<file path="src/rtl/jtframe_lfbuf_sched.sv">
// Line frame buffer scheduler: queues rendered lines for PSRAM writes, issues one
// scan-out read per H blank and owns the double-buffer bank swap.
module jtframe_lfbuf_sched #(
    parameter int VW    = 8,
    parameter int WQ_AW = 2
) (
    input  logic          clk,
    input  logic          rst_n,
    input  logic          lhbl,
    input  logic          lvbl,
    input  logic [VW-1:0] vrender,
    input  logic          ln_done,
    input  logic [VW-1:0] ln_v,
    output logic          ln_hold,
    output logic          cmd_req,
    output logic          cmd_wr,
    output logic [VW-1:0] cmd_v,
    output logic          cmd_frame,
    input  logic          cmd_ack,
    input  logic          cmd_done,
    output logic          frame,
    output logic          rd_miss,
    output logic          wr_ovf,
    output logic          swap_late,
    output logic [7:0]    miss_cnt
);

    localparam int DEPTH = 2**WQ_AW;

    typedef enum logic [1:0] {IDLE, REQ, BUSY} state_t;

    state_t            state, state_nx;
    logic              lhbl_r, lvbl_r, done_r;
    logic              hbl_p, vbl_p, done_p;
    logic [VW-1:0]     vr_cap, lnv_cap, rd_vr;
    logic              rd_pend, rd_dirty, swap_pend;
    logic [VW-1:0]     wq_mem [DEPTH];
    logic [WQ_AW-1:0]  wq_wp, wq_rp;
    logic [WQ_AW:0]    wq_cnt;
    logic              full, ack_ok, rd_clr, pop, push_ok, inflight_rd;
    logic              miss_now, ovf_now, late_now, swap_do;
    logic              req_nx, wr_nx, frame_cmd_nx;
    logic [VW-1:0]     v_nx;

    assign full     = (wq_cnt == DEPTH[WQ_AW:0]);
    assign ln_hold  = full;
    assign ack_ok   = (state == REQ) && cmd_ack;
    assign rd_clr   = ack_ok && !cmd_wr;
    assign pop      = ack_ok && cmd_wr;
    assign push_ok  = done_p && (!full || pop);
    assign ovf_now  = done_p && full && !pop;
    // A read counts as in flight from the cycle it is issued until it is acked
    assign inflight_rd = ((state == IDLE) && rd_pend) ||
                         ((state == REQ) && !cmd_wr && !cmd_ack);
    assign miss_now = hbl_p && rd_pend && !(rd_clr && !rd_dirty);
    assign late_now = vbl_p && swap_pend && !swap_do;

    always_comb begin
        state_nx     = state;
        req_nx       = cmd_req;
        wr_nx        = cmd_wr;
        v_nx         = cmd_v;
        frame_cmd_nx = cmd_frame;
        swap_do      = 1'b0;
        case (state)
            IDLE: begin
                if (rd_pend) begin
                    req_nx       = 1'b1;
                    wr_nx        = 1'b0;
                    v_nx         = rd_vr;
                    frame_cmd_nx = frame;
                    state_nx     = REQ;
                end else if (wq_cnt != '0) begin
                    req_nx       = 1'b1;
                    wr_nx        = 1'b1;
                    v_nx         = wq_mem[wq_rp];
                    frame_cmd_nx = ~frame;
                    state_nx     = REQ;
                end else if (swap_pend) begin
                    swap_do = 1'b1;
                end
            end
            REQ: begin
                if (cmd_ack) begin
                    req_nx   = 1'b0;
                    state_nx = cmd_done ? IDLE : BUSY;
                end
            end
            BUSY: begin
                if (cmd_done) state_nx = IDLE;
            end
            default: state_nx = IDLE;
        endcase
    end

    always_ff @(posedge clk or negedge rst_n) begin
        if (!rst_n) begin
            state     <= IDLE;
            cmd_req   <= 1'b0;
            cmd_wr    <= 1'b0;
            cmd_v     <= '0;
            cmd_frame <= 1'b0;
            frame     <= 1'b0;
        end else begin
            state     <= state_nx;
            cmd_req   <= req_nx;
            cmd_wr    <= wr_nx;
            cmd_v     <= v_nx;
            cmd_frame <= frame_cmd_nx;
            frame     <= frame ^ swap_do;
        end
    end

    always_ff @(posedge clk or negedge rst_n) begin
        if (!rst_n) begin
            lhbl_r  <= 1'b0;
            lvbl_r  <= 1'b0;
            done_r  <= 1'b0;
            hbl_p   <= 1'b0;
            vbl_p   <= 1'b0;
            done_p  <= 1'b0;
            vr_cap  <= '0;
            lnv_cap <= '0;
        end else begin
            lhbl_r  <= lhbl;
            lvbl_r  <= lvbl;
            done_r  <= ln_done;
            hbl_p   <= lhbl_r & ~lhbl;
            vbl_p   <= lvbl_r & ~lvbl;
            done_p  <= ~done_r & ln_done;
            if (lhbl_r && !lhbl) vr_cap <= vrender;
            if (!done_r && ln_done) lnv_cap <= ln_v;
        end
    end

    // rd_dirty marks a newer line requested while the issued read is unacked,
    // so the ack must leave rd_pend set for the re-issue
    always_ff @(posedge clk or negedge rst_n) begin
        if (!rst_n) begin
            rd_pend   <= 1'b0;
            rd_dirty  <= 1'b0;
            rd_vr     <= '0;
            swap_pend <= 1'b0;
            rd_miss   <= 1'b0;
            wr_ovf    <= 1'b0;
            swap_late <= 1'b0;
            miss_cnt  <= '0;
        end else begin
            if (hbl_p) begin
                rd_pend <= 1'b1;
                rd_vr   <= vr_cap;
            end else if (rd_clr) begin
                rd_pend <= rd_dirty;
            end
            rd_dirty  <= (rd_dirty & ~rd_clr) | (hbl_p & inflight_rd);
            swap_pend <= vbl_p | (swap_pend & ~swap_do);
            rd_miss   <= miss_now;
            wr_ovf    <= ovf_now;
            swap_late <= late_now;
            if ((miss_now || late_now) && miss_cnt != 8'hFF)
                miss_cnt <= miss_cnt + 8'd1;
        end
    end

    always_ff @(posedge clk or negedge rst_n) begin
        if (!rst_n) begin
            wq_wp  <= '0;
            wq_rp  <= '0;
            wq_cnt <= '0;
        end else begin
            if (push_ok) wq_wp <= wq_wp + 1'b1;
            if (pop)     wq_rp <= wq_rp + 1'b1;
            case ({push_ok, pop})
                2'b10:   wq_cnt <= wq_cnt + 1'b1;
                2'b01:   wq_cnt <= wq_cnt - 1'b1;
                default: wq_cnt <= wq_cnt;
            endcase
        end
    end

    always_ff @(posedge clk) begin
        if (push_ok) wq_mem[wq_wp] <= lnv_cap;
    end

endmodule

</file>
<file path="config.mk">
export PLATFORM = sky130hd
export DESIGN_NAME = jtframe_lfbuf_sched
export DESIGN_NICKNAME = d
export VERILOG_FILES = /design/src/rtl/jtframe_lfbuf_sched.sv
export SDC_FILE = /design/constraint.sdc
export NUM_CORES = 1
export LEC_CHECK = 0
export BUFFER_PORTS_ARGS = -buffer_cell sky130_fd_sc_hd__buf_4
export CORE_ASPECT_RATIO = 1.1
export CORE_MARGIN = 2
export CORE_UTILIZATION = 26
export DETAILED_ROUTE_END_ITERATION = 10
export PLACE_DENSITY = 0.54
export SKIP_CTS_REPAIR_TIMING = 1
export SLEW_MARGIN = 20
export SYNTH_ARGS = -nofsm -noshare
export SYNTH_HDL_FRONTEND = slang
export SYNTH_SLANG_ARGS = --single-unit
</file>
<file path="constraint.sdc">
create_clock -name clk -period 1.8 [get_ports clk]
set_input_delay 0.27 -clock clk [delete_from_list [all_inputs] [get_ports clk]]
set_output_delay 0.27 -clock clk [all_outputs]
set_load 0.01 [all_outputs]
</file>
* After elaboration in Yosys (flattened, before gate mapping)
Memory sizes are Yosys's and may differ from the RTL's.
Index checks and enable logic that the tools add are counted.
** Cells by class
- Bitwise gates (word level) :: 15
- Multipliers :: 0
- Shifts and indexed selects :: 0
- Divide/modulo/power cells :: 0
- Multiplexer cells :: 24
- Reduce and logical (&&, ||, !) cells :: 38
- Order comparisons :: 0
- Add/sub/neg operators :: 5
- Eq/ne operators :: 9
** Operators by type and width (count)
- $logic_and 1x1->1 :: 17
- $mux 8 :: 2
- $mux 1 :: 14
- $mux 2 :: 5
- $logic_not 1->1 :: 9
- $add 8x1->8 const B :: 1
- $ne 8x8->1 const B :: 1
- $reduce_bool 2->1 :: 4
- $and 1x1->1 :: 6
- $not 1->1 :: 6
- $pmux 2 s3 :: 1
- $pmux 3 s2 :: 1
- $reduce_and 3->1 :: 2
- $add 2x1->2 const B :: 2
- $eq 2x1->1 const B :: 2
- $eq 2x2->1 const B :: 2
- $ne 2x2->1 const B :: 2
- $add 3x1->3 const B :: 1
- $eq 3x3->1 const B :: 1
- $logic_or 1x1->1 :: 3
- $ne 3x2->1 const B :: 1
- $reduce_bool 3->1 :: 1
- $sub 3x1->3 const B :: 1
- $logic_not 2->1 :: 1
- 4 further kinds :: 5
** Storage, ports and cells
- Bits in writable memories :: 32
- Memories kept :: 1
- Logic and storage cells :: 117
- Output and inout bits :: 24
- Input port bits :: 23
- Flip-flop bits (word level) :: 65
- Bits in latches :: 0
- ROM bits :: 0
** Memories
- wq_mem :: depth 4, bits a word 8, rd ports 1, clocked after memory_dff 0, write ports 1, RTL line 37 : logic [VW-1:0] wq_mem [DEPTH];

* Logic depth before layout (Yosys ltp)
Gate-level depths: netlist of run 1.
- Word-level depth :: 8
- Gate-level depth with buffers :: 8

* Worst setup path before layout of run 1
Ideal clock, no wire load.
- Path type :: reg-to-reg
- From :: register state[1]
- To :: register wq_cnt[2]
- Slack :: 0.004 ns
- Setup time :: 0.130 ns
- Cell stages (with the launch flop) :: 8
- Path buffers :: 1
- Arrival :: 1.665 ns
- Path through :: dfrtp_1 buf_6 nand4b_1 nor2_1 inv_1 fa_1 a221oi_1 a21oi_1
** On the way
- Cells in the longest elaborated chain, start to end :: 7
- Elaborated cells between the ends (all ways) :: 9
- Those cells by class :: 3 x eq/ne; 1 x mux; 5 x reduce/logical
** RTL lines
- start, declared :: RTL line 32 : state_t state, state_nx;
- start signal, assigned :: RTL line 105 : state <= state_nx;
- $eq 2x1->1 * :: RTL line 47 : assign ack_ok = (state == REQ) && cmd_ack;
- $logic_and 1x1->1 * :: RTL line 47
- $logic_and 1x1->1 * :: RTL line 49 : assign pop = ack_ok && cmd_wr;
- $logic_or 1x1->1 :: RTL line 50 : assign push_ok = done_p && (!full || pop);
- $logic_and 1x1->1 :: RTL line 50
- $eq 2x1->1 / $eq 2x2->1 (equally long branches) :: RTL line 173 : case ({push_ok, pop})
- $pmux 3 s2 / $reduce_bool 2->1 (equally long branches)
- end signal, assigned :: RTL line 174 : 2'b10: wq_cnt <= wq_cnt + 1'b1;
- end signal, assigned :: RTL line 175 : 2'b01: wq_cnt <= wq_cnt - 1'b1;
- end signal, assigned :: RTL line 176 : default: wq_cnt <= wq_cnt;
- end, declared :: RTL line 39 : logic [WQ_AW:0] wq_cnt;
Every way passes the cells marked *; elsewhere a longest branch is shown, timed or not.
A chain may end at the register's enable or synchronous reset.

* Worst setup path after layout of run 1
Same ends and word-level chain as after synthesis.

==> run_results.csv, run 1 <==
group,metric,value,unit
timing,fin_skew,7.13,ps
floorplan,start_util,26.5,%
critical_path,cpMaxStageDelayCell,"dfrtp_1",
timing,rsz0062_at_grt,"true",
placement,dp.cells,513,
logic_synthesis,synth_warnings,0,
floorplan,dieArea,16400,um2
clock_network,clkSlewWorstSetupHoldPaths,70,ps
logic_synthesis,syn_area,3990,um2
timing,finalHoldViolCount,0,
clock_network,cts_tree,"done",
critical_path,cp_data_required_time,2020,ps
global_routing,grt_pass1_vias,2401,
logic_synthesis,synth-seq-area-share,64.8,%
critical_path,reg2reg_to,"wq_cnt[2]$_DFFE_PN0P_",
pwr,p_per_area,1400,nW/um2
global_routing,grt_pass1_wl,12300,um
hold_path,worstHoldStart,"ln_done",
floorplan,coreArea,15100,um2
critical_path,r2r_slack,40,ps
route,via_count,2253,
run_status,status,"finished clean",
route,remaining_drc_errors,0,
timing,whs,38.0,ps
logic_synthesis,synth.distinct_cells,48,
global_routing,grt_util_all_layers,9.72,%
logic_synthesis,synth_fp_nets,293,
critical_path,r2r_start,"state[1]$_DFFE_PN0P_",
critical_path,rr_worst_depth,6,
timing,finalCriticalPeriod,1760,ps
hold_path,hold_path.class,"in2reg",
timing,setup_ws,44.2,ps
clock_network,cts.sinks,97,
placement,dp_hpwl,5380,um
route,dr.pass1.iters,4,
placement,port_buffers,46,
placement,pre_cts_ws,26.1,ps
critical_path,cp_cell_sequence,"nand4b_1 > nor2_2 > inv_1 > fa_2 > a221oi_2 > a21oi_1",
critical_path,endpoint_kind,"register",
layout,final_area,5000,um2
critical_path,slowest_delay,420,ps
timing,period_share,97.5,%
timing,finalSetupViolations,0,
job,maxCapViolCount,0,
layout,drive_above_1_share,37.4,%
logic_synthesis,ys_ff_latch,97,
critical_path,critPathKind,"reg2reg",
layout,fin_nets,358,
timing,relSlewSlack,70.0,%
critical_path,start_kind,"register",
route,wl_per_cell,13.7,um
route,drt_iter0_drc,119,
floorplan,rows,47,
timing,fmax,0.570,GHz
pwr,ir_drop,0.000486,V
hold_path,hold_end,"done_r$_DFF_PN0_",
logic_synthesis,async_reset_ff_share,67.0,%
logic_synthesis,ys.flop_type,"dfrtp_1",
logic_synthesis,synth_edf_count,32,
layout,area_growth,25.4,%
route,viasPerCell,4.25,
layout,final_cells,530,
clock_network,clk_latency,340,ps
critical_path,arrival,1970,ps
logic_synthesis,netlist_instances,264,
global_routing,grt_overflow,0,
floorplan,die_h,134,um
clock_network,clk_path_buf_depth,2,
clock_network,cts_buffers,9,
placement,place.gp.congestion,0.703,
logic_synthesis,postSynthAreaPerCell,15.1,um2
hold_path,hold_depth,1,
route,drtAntennaViolNets,0,
clock_network,h-tree-depth,3,
global_routing,antenna_found_initial,0,
timing,max_slew.worst_pin.slew,449,ps
clock_network,cts_root_buf,"clkbuf_16",
timing,slew_viol_final,0,
critical_path,cp_max_fo,5,
layout,num_antenna_cells,0,
layout,utilization,33.2,%
floorplan,ios,47,
global_routing,grt_max_degree,39,
placement,dpl_cell_area,4700,um2
pwr,p_leak,0.00208,uW
floorplan,die_width,122,um
route,routed_wl,7280,um
## layout make-up
class	count	area, um2
tap	196	245
inverter	8	30.0
clock inverter	6	50.0
sequential	97	2590
fill	1512	10100
clock buffer	10	229
multi-input combinational	148	1320
timing repair buffer	65	541
## how the worst max path moves through the flow
stage                         start                    end  slack (ps)  cells after the start
3_5_place_dp   state[1]$_DFFE_PN0P_  wq_cnt[2]$_DFFE_PN0P_          30                      6
4_1_cts        state[1]$_DFFE_PN0P_  wq_cnt[2]$_DFFE_PN0P_          10                      6
5_1_grt        state[1]$_DFFE_PN0P_  wq_cnt[2]$_DFFE_PN0P_         -90                      6
3_3_place_gp   state[1]$_DFFE_PN0P_  wq_cnt[2]$_DFFE_PN0P_          70                      6
2_1_floorplan  state[1]$_DFFE_PN0P_  wq_cnt[2]$_DFFE_PN0P_           4                      7
6_report       state[1]$_DFFE_PN0P_  wq_cnt[2]$_DFFE_PN0P_          40                      6
## worst max-delay path, delay by kind of cell (launching register included)
family	cells	cell delay, ps
DFF	1	420
AOI/OAI and AO/OA	2	350
adders and majority gates	1	380
buffers and inverters	1	100
and+or+nand+nor	2	390
## synth_stat cells, drive strengths merged, types with 4 or more instances
library cell	n	area, um2
mux4	8	180
and2	5	31.3
mux2i	11	110
o21ai	14	73.8
a21oi	6	33.8
xnor2	8	70.1
nor2	8	32.5
nand2	19	73.8
buf	7	51.3
ha	5	62.6
dfrtp	65	1630
mux2	29	327
edfxtp	32	961
inv	8	30.0
and3	4	25.0
clkbuf	4	15.0
## logic make-up after synthesis
kind of cell | share of synthesized area [%]
flops | 64.8
simple gates | 7.99
xor+xnor | 1.98
compound gates | 5.27
buf+inv | 2.41
fa+ha+maj | 2.07
mux | 15.5
## metal layers
layer | vias to the layer above | GRT usage [%] | share of wire, %
li1 | 1086 | - | -
met1 | 1126 | 11.4 | 44
met2 | 29 | 16.3 | 50
met3 | 12 | 2.42 | 4.0
met4 | 0 | 5.17 | 2.4
met5 | - | 0 | 0
## cells in the final DEF, fill, tap and decap left out, types with 6 or more instances in the layout
| cell type | netlist | final |
|---|---|---|
| dfrtp_1 | 65 | 64 |
| buf_4 | 2 | 60 |
| edfxtp_1 | 32 | 32 |
| mux2_2 | 24 | 24 |
| nand2_1 | 18 | 18 |
| mux2i_1 | 11 | 11 |
| o21ai_0 | 11 | 11 |
| clkbuf_16 | 0 | 9 |
| inv_1 | 8 | 8 |
| xnor2_1 | 8 | 8 |
| mux4_2 | 8 | 8 |
| nor2_1 | 7 | 6 |
## state kept, by name (all words and copies together), names as in the netlist, 2 cells and up
| name | flops |
|---|---|
| wq_mem | 32 |
| cmd_v | 8 |
| lnv_cap | 8 |
| miss_cnt | 8 |
| rd_vr | 8 |
| vr_cap | 8 |
| wq_cnt | 3 |
| state | 2 |
| wq_rp | 2 |
| wq_wp | 2 |
## report_power, final
| part | internal [uW] | switching (uW) | total, uW | leakage, uW |
|---|---|---|---|---|
| clock | 956 | 823 | 1780 | 0.000131 |
| combinational | 1080 | 896 | 1970 | 0.000879 |
| sequential | 2810 | 436 | 3250 | 0.00107 |
| total | 4840 | 2150 | 7000 | 0.00208 |
## stage by stage
step,TNS [ps],total power [uW]
4_1_cts,0,7110
3_3_place_gp,0,5210
5_1_grt,-91.5,7480
2_1_floorplan,0,4440
6_report,0,7000
3_5_place_dp,0,5280
Note: power is estimated with default switching activity, not from simulation.
==> run 2, diff against run 1 <==
Settings changed: PLACE_DENSITY 0.54 to not set, PLACE_DENSITY_LB_ADDON set to 0.08.
==> run 2 against run 1 <==
- worst setup slack worse by 5.8 ps
- sequential power hardly changed
- critical path depth stayed put
- clock power is 9% higher
- critical endpoint unchanged
- clock-buffer cell count unchanged
- wire length up 8.8%
- combinational power about the same
- register-to-register slack barely moved
- non-clock buffer count is 5 higher
- largest cell class unchanged
==> run_results.csv, run 2 (synthesized netlist as in run 1, its figures left out) <==
group,metric,value,unit
route,drtAntennaViolNets,0,
placement,port_buffers,46,
critical_path,cp_max_fo,5,
critical_path,cp_cell_sequence,"nand4b_1 > nor2_2 > inv_1 > fa_2 > a221oi_2 > a21oi_1",
floorplan,rows,47,
floorplan,coreArea,15100,um2
timing,finalHoldViolCount,0,
route,routed_wl,7920,um
clock_network,cts_root_buf,"clkbuf_16",
pwr,p_leak,0.00211,uW
route,wl_per_cell,14.8,um
clock_network,clkSlewWorstSetupHoldPaths,70,ps
clock_network,clk_latency,350,ps
timing,slew_viol_final,0,
layout,area_growth,25.9,%
clock_network,cts_tree,"done",
layout,num_antenna_cells,0,
timing,fin_skew,11.5,ps
timing,finalCriticalPeriod,1760,ps
floorplan,die_width,122,um
clock_network,cts.sinks,97,
layout,regMostFlops,"wq_mem",
global_routing,antenna_found_initial,0,
critical_path,critPathKind,"reg2reg",
layout,largest_reg_flops,32,
timing,period_share,97.9,%
floorplan,dieArea,16400,um2
timing,fmax,0.568,GHz
global_routing,grt_max_degree,40,
global_routing,grt_pass1_wl,13100,um
placement,place.gp.congestion,0.699,
pwr,ir_drop,0.000492,V
placement,pre_cts_ws,14.4,ps
layout,final_common_cell,"buf_4",
layout,mostFrequentLayoutCells,"buf_4, dfrtp_1, edfxtp_1",
route,viasPerCell,4.25,
placement,dp_hpwl,5650,um
pwr,p_per_area,1430,nW/um2
critical_path,cpMaxStageDelayCell,"dfrtp_1",
layout,fin_nets,363,
clock_network,clk_path_buf_depth,2,
critical_path,arrival,1990,ps
floorplan,ios,47,
timing,finalSetupViolations,0,
timing,max_slew.worst_pin.slew,550,ps
hold_path,hold_path.class,"in2reg",
timing,relSlewSlack,63.3,%
critical_path,slowest_delay,410,ps
critical_path,cp_data_required_time,2030,ps
route,drt_iter0_drc,87,
timing,rsz0062_at_grt,"true",
timing,setup_ws,38.3,ps
global_routing,grt_overflow,0,
timing,whs,30.8,ps
route,dr.pass1.iters,4,
global_routing,grt_util_all_layers,10.7,%
clock_network,cts_buffers,9,
layout,drive_above_1_share,38.3,%
job,maxCapViolCount,0,
route,via_count,2276,
critical_path,start_kind,"register",
route,remaining_drc_errors,0,
global_routing,grt_pass1_vias,2372,
floorplan,die_h,134,um
clock_network,h-tree-depth,3,
floorplan,start_util,26.5,%
run_status,status,"finished clean",
critical_path,endpoint_kind,"register",
[run 2: cell types whose count changed in the layout (fill, tap and decap cells not counted), sizes merged]
cell and change:
buf +5, bufinv +1, clkinv +2, inv -3
[run 2: final timing paths]
check | cells after the start | from | slack (ps) | endpoint
worst max-delay path | 6 | state[1]$_DFFE_PN0P_ | 40 | wq_cnt[2]$_DFFE_PN0P_
worst min-delay path | 1 | lvbl | 30 | lvbl_r$_DFF_PN0_
worst max register to register | 6 | state[1]$_DFFE_PN0P_ | 40 | wq_cnt[2]$_DFFE_PN0P_
worst min register to register | 1 | vbl_p$_DFF_PN0_ | 480 | swap_pend$_DFF_PN0_
max in group asynchronous | 3 | rst_n | 680 | wq_cnt[2]$_DFFE_PN0P_
min in group asynchronous | 2 | rst_n | 450 | vr_cap[1]$_DFFE_PN0P_
[run 2: through the flow]
step	setup TNS (ps)	cells	power, uW	util [%]	cell area [um2]
4_1_cts	-49.6	533	7280	33.2	4990
2_1_floorplan	0	264	4440	-	3990
3_5_place_dp	0	517	5310	31.2	4690
6_report	0	535	7180	33.4	5020
5_1_grt	-78.1	535	7680	33.4	5020
3_3_place_gp	0	517	5290	31.2	4690
[run 2: critical path: cells and delay by family, from the launching register on]
kind / cells / cell delay, ps
AOI/OAI and AO/OA: 2 / 340
adders and majority gates: 1 / 390
buffers and inverters: 1 / 90
DFF: 1 / 410
and+or+nand+nor: 2 / 410
[run 2: layout make-up]
cell class / instances / area (um2)
clock buffer: 10 / 229
clock inverter: 6 / 68.8
fill: 1516 / 10000
inverter: 8 / 30.0
multi-input combinational: 148 / 1320
sequential: 97 / 2590
tap: 196 / 245
timing repair buffer: 70 / 541
[run 2: power breakdown]
group	internal, uW	switching (uW)
registers	2810	466
clock network	1090	851
logic	1090	872
total	4990	2190
[run 2: routing by layer]
metal / global-route usage (%) / part of all wire (%) / up-vias
met3: 2.81 / 4.6 / 11
met1: 14.7 / 47 / 1130
met2: 15.3 / 46 / 40
met4: 5.94 / 2.5 / 0
li1: - / - / 1095
met5: 0 / 0 / -
==> run 3, diff against run 2 <==
Settings changed: CTS_BUF_LIST set to sky130_fd_sc_hd__clkbuf_4 sky130_fd_sc_hd__clkbuf_8.
==> run 3 against run 2 <==
- largest cell class unchanged
- combinational power about the same
- die area unchanged
- register-to-register slack barely moved
- first-iteration DRC count up 10%
- clock-buffer cell count did not move
- hold slack improved by 24 ps
- wire length grew 0.75%
- utilization down 0.45 points
- critical endpoint unchanged
- non-clock buffer count rose by 3
- clock power fell by 25%
- via count is essentially flat
- sequential share of layout area grew 0.73 points
==> run_results.csv, run 3 (synthesized netlist as in run 1, its figures left out) <==
group,metric,value,unit
global_routing,grt_pass1_wl,13100,um
timing,slew_viol_final,0,
placement,dp_hpwl,5650,um
route,routed_wl,7980,um
clock_network,h-tree-depth,3,
timing,setup_tns,0,ps
floorplan,die_h,134,um
floorplan,coreArea,15100,um2
layout,final_area,4960,um2
critical_path,start_kind,"register",
critical_path,critPathKind,"reg2reg",
timing,fin_skew,12.8,ps
job,maxCapViolCount,0,
pwr,p_leak,0.00207,uW
pwr,p_per_area,1350,nW/um2
clock_network,cts_root_buf,"clkbuf_8",
floorplan,dieArea,16400,um2
timing,period_share,97.8,%
route,dr.pass1.iters,4,
clock_network,clk_path_buf_depth,2,
global_routing,grt_pass1_vias,2376,
route,drtAntennaViolNets,0,
floorplan,rows,47,
timing,relSlewSlack,63.7,%
critical_path,arrival,2010,ps
layout,fin_nets,366,
critical_path,cp_max_fo,5,
route,drt_iter0_drc,96,
critical_path,endpoint_kind,"register",
layout,regMostFlops,"wq_mem",
placement,place.gp.congestion,0.699,
global_routing,grt_util_all_layers,10.6,%
clock_network,cts_buffers,9,
route,remaining_drc_errors,0,
layout,final_common_cell,"buf_4",
floorplan,ios,47,
hold_path,hold_path.class,"in2reg",
layout,final_cells,538,
critical_path,rr_worst_depth,6,
timing,rsz0062_at_grt,"true",
clock_network,cts.sinks,97,
placement,dp.cells,517,
pwr,ir_drop,0.000471,V
timing,fmax,0.568,GHz
layout,area_growth,24.2,%
route,via_count,2274,
placement,dpl_cell_area,4690,um2
floorplan,die_width,122,um
floorplan,start_util,26.5,%
hold_path,hold_depth,2,
critical_path,cp_data_required_time,2050,ps
clock_network,clk_latency,380,ps
global_routing,grt_overflow,0,
run_status,status,"finished clean",
timing,max_slew.worst_pin.slew,544,ps
placement,port_buffers,46,
clock_network,cts_tree,"done",
layout,largest_reg_flops,32,
pwr,power,6710,uW
global_routing,grt_max_degree,40,
layout,mostFrequentLayoutCells,"buf_4, dfrtp_1, edfxtp_1",
layout,drive_above_1_share,38.6,%
timing,finalCriticalPeriod,1760,ps
timing,finalSetupViolations,0,
route,viasPerCell,4.23,
timing,finalHoldViolCount,0,
clock_network,clkSlewWorstSetupHoldPaths,90,ps
layout,num_antenna_cells,0,
global_routing,antenna_found_initial,0,
route,wl_per_cell,14.8,um
-- run 3: changes by cell type in the layout (fill, tap and decap cells not counted), sizes merged --
cell | before | now
dlygate4sd3 | 1 | 4
-- run 3: critical path, stage by stage (launching register included) --
cell and delay [ps]:
dfrtp_1 420, nand4b_1 250, nor2_2 180, inv_2 70
fa_2 380, a221oi_2 280, a21oi_1 70
-- run 3: area by class of cell --
cell class / count / area [um2]
repair buffers: 73 / 571
clock inverters: 6 / 68.8
fillers: 1519 / 10100
well taps: 196 / 245
multi-input cells: 148 / 1320
flip-flops and latches: 97 / 2590
clock buffers: 10 / 131
inverters: 8 / 30.0
-- run 3: report_power, final --
group | total, uW | switching (uW) | internal (uW)
Sequential | 3280 | 467 | 2810
Clock | 1460 | 798 | 666
Combinational | 1970 | 875 | 1100
Total | 6710 | 2140 | 4570
-- run 3: worst paths after layout --
kind	endpoint	slack, ps	from
hold / removal	state[1]$_DFFE_PN0P_	50	cmd_done
setup reg to reg	wq_cnt[2]$_DFFE_PN0P_	40	state[1]$_DFFE_PN0P_
min in group asynchronous	vr_cap[1]$_DFFE_PN0P_	410	rst_n
max in group asynchronous	wq_cnt[2]$_DFFE_PN0P_	710	rst_n
hold reg to reg	swap_pend$_DFF_PN0_	480	vbl_p$_DFF_PN0_
setup / recovery	wq_cnt[2]$_DFFE_PN0P_	40	state[1]$_DFFE_PN0P_
-- run 3: through the flow --
step                util (%)  setup WS (ps)  hold WS [ps]
floorplan                  -           4.25         -25.6
CTS                     32.5          -60.5          -118
finish                  32.9           38.9          54.4
detailed placement      31.2           14.4           305
global placement        31.2           77.0           305
global route            32.9          -66.0          38.7
-- run 3: per-layer routing --
layer	global-route usage [%]	share of wire [%]
met1	14.6	48
met3	3.44	4.5
met4	4.98	2.2
met5	0	0
met2	15.3	45
